File: config.mk
export PLATFORM = sky130hd
export DESIGN_NAME = abc_stimulus_seq
export DESIGN_NICKNAME = d
export VERILOG_FILES = /design/src/rtl/abc_stim_pkg.sv /design/src/rtl/abc_stimulus_seq_debounce.sv /design/src/rtl/abc_stimulus_seq.sv
export SDC_FILE = /design/constraint.sdc
export NUM_CORES = 1
export LEC_CHECK = 0
export CELL_PAD_IN_SITES_DETAIL_PLACEMENT = 2
export CELL_PAD_IN_SITES_GLOBAL_PLACEMENT = 2
export CORE_MARGIN = 2
export CORE_UTILIZATION = 40
export CTS_BUF_LIST = sky130_fd_sc_hd__clkbuf_4 sky130_fd_sc_hd__clkbuf_8
export DETAILED_ROUTE_END_ITERATION = 12
export PLACE_DENSITY_LB_ADDON = 0.1
export SLEW_MARGIN = 5
export SYNTH_ARGS = -nofsm -noshare
export SYNTH_HDL_FRONTEND = slang
export SYNTH_SLANG_ARGS = --single-unit
File: constraint.sdc
create_clock -name clk -period 5.74 [get_ports clk]
set_input_delay 0.861 -clock clk [delete_from_list [all_inputs] [get_ports clk]]
set_output_delay 0.861 -clock clk [all_outputs]
set_load 0.03 [all_outputs]
File: src/rtl/abc_stim_pkg.sv
// Shared types and helpers for the abc stimulus sequencer.
// Holds the mode FSM encoding and the Gray-code mapping.
package abc_stim_pkg;

    localparam int ABC_W = 3;

    typedef enum logic {
        MANUAL = 1'b0,
        AUTO   = 1'b1
    } stim_state_t;

    function automatic logic [ABC_W-1:0] to_gray(input logic [ABC_W-1:0] b);
        return b ^ (b >> 1);
    endfunction

endpackage

File: src/rtl/abc_stimulus_seq_debounce.sv
// Pushbutton conditioner: 2-flop synchroniser, debouncer, rising-edge press pulse.
// A button already held when reset releases must be seen released before it can press.
module btn_debounce #(
    parameter int DEBOUNCE_CYCLES = 1_000_000
) (
    input  logic clk,
    input  logic rst_n,
    input  logic raw,
    output logic stable,
    output logic press
);

    localparam int CW = $clog2(DEBOUNCE_CYCLES);
    localparam logic [CW-1:0] CNT_MAX = CW'(DEBOUNCE_CYCLES - 1);

    logic          sync1;
    logic          sync2;
    logic          armed;
    logic [CW-1:0] cnt;
    logic          settled;

    assign settled = (sync1 == sync2) && (cnt == CNT_MAX);

    always_ff @(posedge clk or negedge rst_n) begin
        if (!rst_n) begin
            sync1  <= 1'b0;
            sync2  <= 1'b0;
            cnt    <= '0;
            stable <= 1'b0;
            armed  <= 1'b0;
            press  <= 1'b0;
        end else begin
            sync1 <= raw;
            sync2 <= sync1;
            if (sync1 != sync2) begin
                cnt <= '0;
            end else if (cnt != CNT_MAX) begin
                cnt <= cnt + CW'(1);
            end
            if (settled) begin
                stable <= sync2;
            end
            // Only a debounced low after reset proves the button was released.
            if (settled && !sync2) begin
                armed <= 1'b1;
            end
            press <= settled && sync2 && !stable && armed;
        end
    end

endmodule

File: src/rtl/abc_stimulus_seq.sv
// Steps the 3-bit {A,B,C} vector through all 8 rows, manually or on a dwell timer.
// Define STIM_GRAY_EN to emit the rows in Gray order instead of binary order.
module abc_stimulus_seq
    import abc_stim_pkg::*;
#(
    parameter int DWELL_CYCLES    = 50_000_000,
    parameter int DEBOUNCE_CYCLES = 1_000_000
) (
    input  logic             clk,
    input  logic             rst_n,
    input  logic             btn_step,
    input  logic             btn_mode,
    output logic [ABC_W-1:0] abc,
    output logic             vec_valid,
    output logic             wrap,
    output logic             auto_mode
);

    localparam int DW = $clog2(DWELL_CYCLES);
    localparam logic [DW-1:0] DWELL_MAX = DW'(DWELL_CYCLES - 1);

    stim_state_t      state;
    logic [DW-1:0]    dwell;
    logic [ABC_W-1:0] idx;
    logic [ABC_W-1:0] idx_nxt;
    logic [ABC_W-1:0] code_nxt;
    logic             step_press;
    logic             mode_press;
    logic             dwell_done;
    logic             advance;

    btn_debounce #(
        .DEBOUNCE_CYCLES(DEBOUNCE_CYCLES)
    ) u_step (
        .clk   (clk),
        .rst_n (rst_n),
        .raw   (btn_step),
        .stable(),
        .press (step_press)
    );

    btn_debounce #(
        .DEBOUNCE_CYCLES(DEBOUNCE_CYCLES)
    ) u_mode (
        .clk   (clk),
        .rst_n (rst_n),
        .raw   (btn_mode),
        .stable(),
        .press (mode_press)
    );

    assign idx_nxt = idx + ABC_W'(1);

`ifdef STIM_GRAY_EN
    assign code_nxt = to_gray(idx_nxt);
`else
    assign code_nxt = idx_nxt;
`endif

    // A mode press wins over both a step press and a dwell expiry.
    assign dwell_done = (state == AUTO) && (dwell == DWELL_MAX);
    assign advance    = !mode_press &&
                        (((state == MANUAL) && step_press) || dwell_done);
    assign auto_mode  = (state == AUTO);

    always_ff @(posedge clk or negedge rst_n) begin
        if (!rst_n) begin
            state     <= MANUAL;
            dwell     <= '0;
            idx       <= '0;
            abc       <= '0;
            vec_valid <= 1'b0;
            wrap      <= 1'b0;
        end else begin
            vec_valid <= advance;
            wrap      <= advance && (&idx);
            if (advance) begin
                idx <= idx_nxt;
                abc <= code_nxt;
            end
            unique case (state)
                MANUAL: begin
                    if (mode_press) begin
                        state <= AUTO;
                        dwell <= '0;
                    end
                end
                AUTO: begin
                    if (mode_press) begin
                        state <= MANUAL;
                        dwell <= '0;
                    end else if (dwell_done) begin
                        dwell <= '0;
                    end else begin
                        dwell <= dwell + DW'(1);
                    end
                end
                default: begin
                    state <= MANUAL;
                    dwell <= '0;
                end
            endcase
        end
    end

endmodule
==> out/metrics.cfg <==
[floorplan]
start_util_pct = 40.84
die_y_um = 106.4
ios = 10
rows = 37
core_sq_um = 10280
die_width_um = 106.4
die_area_sq_um = 11330

[grt]
grt_use_total_pct = 21.41
grtUsageMet2_pct = 36.54
grt.busiest_layer = met2
grtUsageMet1_pct = 27.61
grt-ovfl-total = 0
grt_pass1_wl_um = 19160
grt_pass1_vias = 3747
antenna_found_initial = 0
grt_max_degree = 46
met3_usage_pct = 3.127

[timing]
fin_setup_tns_ps = 0
rsz0062_at_grt = no
fmax_mhz = 393.6
period_minus_slack_ps = 2541
clock_skew_ps = 15.10
fin_crit_sh_pct = 44.26
maxSlewViolCount = 0
final_hold_viol_count = 0
max_slew_margin_pct = 25.17
worst_slew_pin_slew_ps = 1122
finalSetupViolCount = 0

[critical_path]
critPathKind = reg2reg
regToRegStartpoint = dwell[0]$_DFFE_PN0P_
crit_chain = ha_1 > nand3_1 > nor4_2 > a21oi_2 > buf_4 > and3_1 > a211o_1
worstSetupEndpointType = register
crit_fanout = 16
critPathSlowestCell = nor4_2
cp-startpoint = dwell[0]$_DFFE_PN0P_
cpLargestDelayFamily = simple AND/OR/NAND/NOR gates
worst-path-buf-inv = 1
start_kind = register
arrival_ps = 2800
worstPathRequired_ps = 6000
slowest_delay_ps = 610

[placed_design]
dpl.cell_count = 575
portBuffers = 9
gp_congestion = 0.7635
place_area_sq_um = 4422
place_hpwl_um = 7634

[drt]
drt-initial-drc-count = 113
drcViolationCount = 0
avgRoutedWirePerCell_um = 18.45
ant_nets = 0
first_pass_iters = 4
vias = 3374
viasPerCell = 5.709
routed_wl_um = 10900

[power_and_ir_drop]
vdd.ir_drop.worst_uv = 154.0
power.density_nw_per_um2 = 228.1
leakagePower_uw = 0.001912

[outcome]
status = complete, no violations

[clocking]
cts_buffers = 9
cts_resized = 0
cts_buffer_depth = 2
clkSlewWorstSetupHoldPaths_ps = 90
root_buffer = clkbuf_8
insertion_delay_ps = 370
cts_num_sinks = 82
h-tree-depth = 3
cts_setup_buffers = 0
cts_tree = yes
ctsHoldBuffers = 0

[hold_path]
holdCritPathClass = in2async

[logic_synthesis]
synthTopCellsByArea = dfrtp_1, xor2_1, nand3_1, nor2_1, nand2_1
netlist_area_sq_um = 4198
synth_top_area_share_pct = 48.88
yosysWarningCount = 0
synth_nets = 452
ys_seq_area_share_pct = 48.88
synth_cell_types = 53
yosys.area.top_type = dfrtp_1
synth_ff_type = dfrtp_1
synth_edf_count = 0
synth_cells = 441
synth-seq-cells = 82
async_flop_share_pct = 100.0
syn_avg_cell_area_sq_um = 9.519

[finish]
drive_above_1_share_pct = 7.692
fin_nets = 461
fillCellCount = 1129
final_util_pct = 44.91
syn_to_final_growth_pct = 9.955
final_cells = 591
register_area_sq_um = 2052
diodes = 0
multiInputGateArea_sq_um = 2022
fin_area_sq_um = 4616

[flow_run]
drv_cap = 0

[worst reg2reg max path: stages, from the launching register on]
cell     delay (ps)
dfrtp_1         440
ha_1            260
nand3_1         200
nor4_2          610
a21oi_2         230
buf_4           260
and3_1          180
a211o_1         260
[per-stage QoR]
| step | hold slack (ps) | setup WS (ps) | power [uW] |
|---|---|---|---|
| global placement | 444.0 | 3363 | 649.4 |
| floorplan | 423.5 | 3709 | 626.9 |
| finish | 449.0 | 3199 | 1053 |
| global route | 484.7 | 2983 | 1099 |
| detailed placement | 465.3 | 3270 | 652.2 |
| CTS | 470.6 | 3233 | 1069 |
[cells in the final DEF (no fill, tap or decap), types with 2 or more instances in the layout]
cell type,n
nor2_1,45
clkbuf_8,12
o22ai_1,2
nor4_2,3
o2111ai_1,4
nor3_1,5
and2_1,4
or3_1,21
clkdlybuf4s50_1,8
dfrtp_1,82
buf_4,4
ha_1,7
mux2i_1,2
a21oi_1,21
nor4b_1,2
inv_1,18
and3_1,11
nand4_1,20
nand2_1,41
nand2b_1,2
nor4_1,6
o311ai_0,2
and4_1,6
nand3_1,37
mux2_2,2
o31ai_1,4
o21ai_0,20
xnor2_1,8
o21bai_1,2
xor2_1,26
a211oi_1,2
[state kept, by name (all words and copies together), names as in the netlist, 3 cells and up]
signal,cells
dwell,26
u_mode.cnt,20
u_step.cnt,20
idx,3
[path summary, 6_finish.rpt]
kind | endpoint | slack (ps) | cells after the start
min reg2reg | vec_valid$_DFF_PN0_ | 470 | 1
max reg2reg | dwell[15]$_DFFE_PN0P_ | 3200 | 7
min in group clk | vec_valid$_DFF_PN0_ | 470 | 1
max in group asynchronous | u_mode.cnt[5]$_DFFE_PN0P_ | 4320 | 2
min | dwell[15]$_DFFE_PN0P_ | 450 | 1
max | dwell[15]$_DFFE_PN0P_ | 3200 | 7
[cell families after synthesis]
logic type / Yosys count / share of synthesized area, %
and+or+nand+nor: 214 / 27.54
DFF: 82 / 48.88
AOI/OAI and AO/OA: 67 / 10.04
xor gates and xnor gates: 35 / 7.303
buffers and inverters: 32 / 3.129
adders and majority gates: 7 / 2.086
muxes: 4 / 1.013
[final cells by class]
| type | instances | area share, % |
|---|---|---|
| timing repair buffer | 12 | 2.385 |
| clock inverter | 3 | 0.4608 |
| inverter | 18 | 1.464 |
| sequential | 82 | 44.46 |
| multi-input combinational | 327 | 43.81 |
| tap | 136 | 3.687 |
| clock buffer | 13 | 3.741 |
[synthesized netlist by cell type (2+ instances only)]
cell type and instances:
nand2_1 41, nand2b_1 2, xor2_1 27, nand4_1 20, nor4b_1 2, and2_1 4, or3_1 21, nor3_1 5
mux2_2 2, o2111ai_1 4, ha_1 7, nor4_2 3, o21bai_1 2, o21ai_0 20, xnor2_1 8, nor4_1 6
a211oi_1 2, o311ai_0 2, and4_1 6, nand3_1 37, nor2_1 45, buf_2 3, mux2i_1 2, and3_1 11
dfrtp_1 82, o22ai_1 2, a21oi_1 21, clkbuf_1 9, o31ai_1 4, inv_1 18
[report_power, final]
part	internal, uW	switching [uW]	leakage, uW
clock network	199	215	0.0000995
logic	12.0	30.2	0.000681
registers	585	11.5	0.00113
total	796	257	0.00191
[metal layers]
metal  routed length [um]  up-vias
met5                    0        -
met4                  178        0
met3                  225       14
met2                 5513       35
met1                 4984     1735
li1                     -     1590
(Power assumes the default switching activity.)
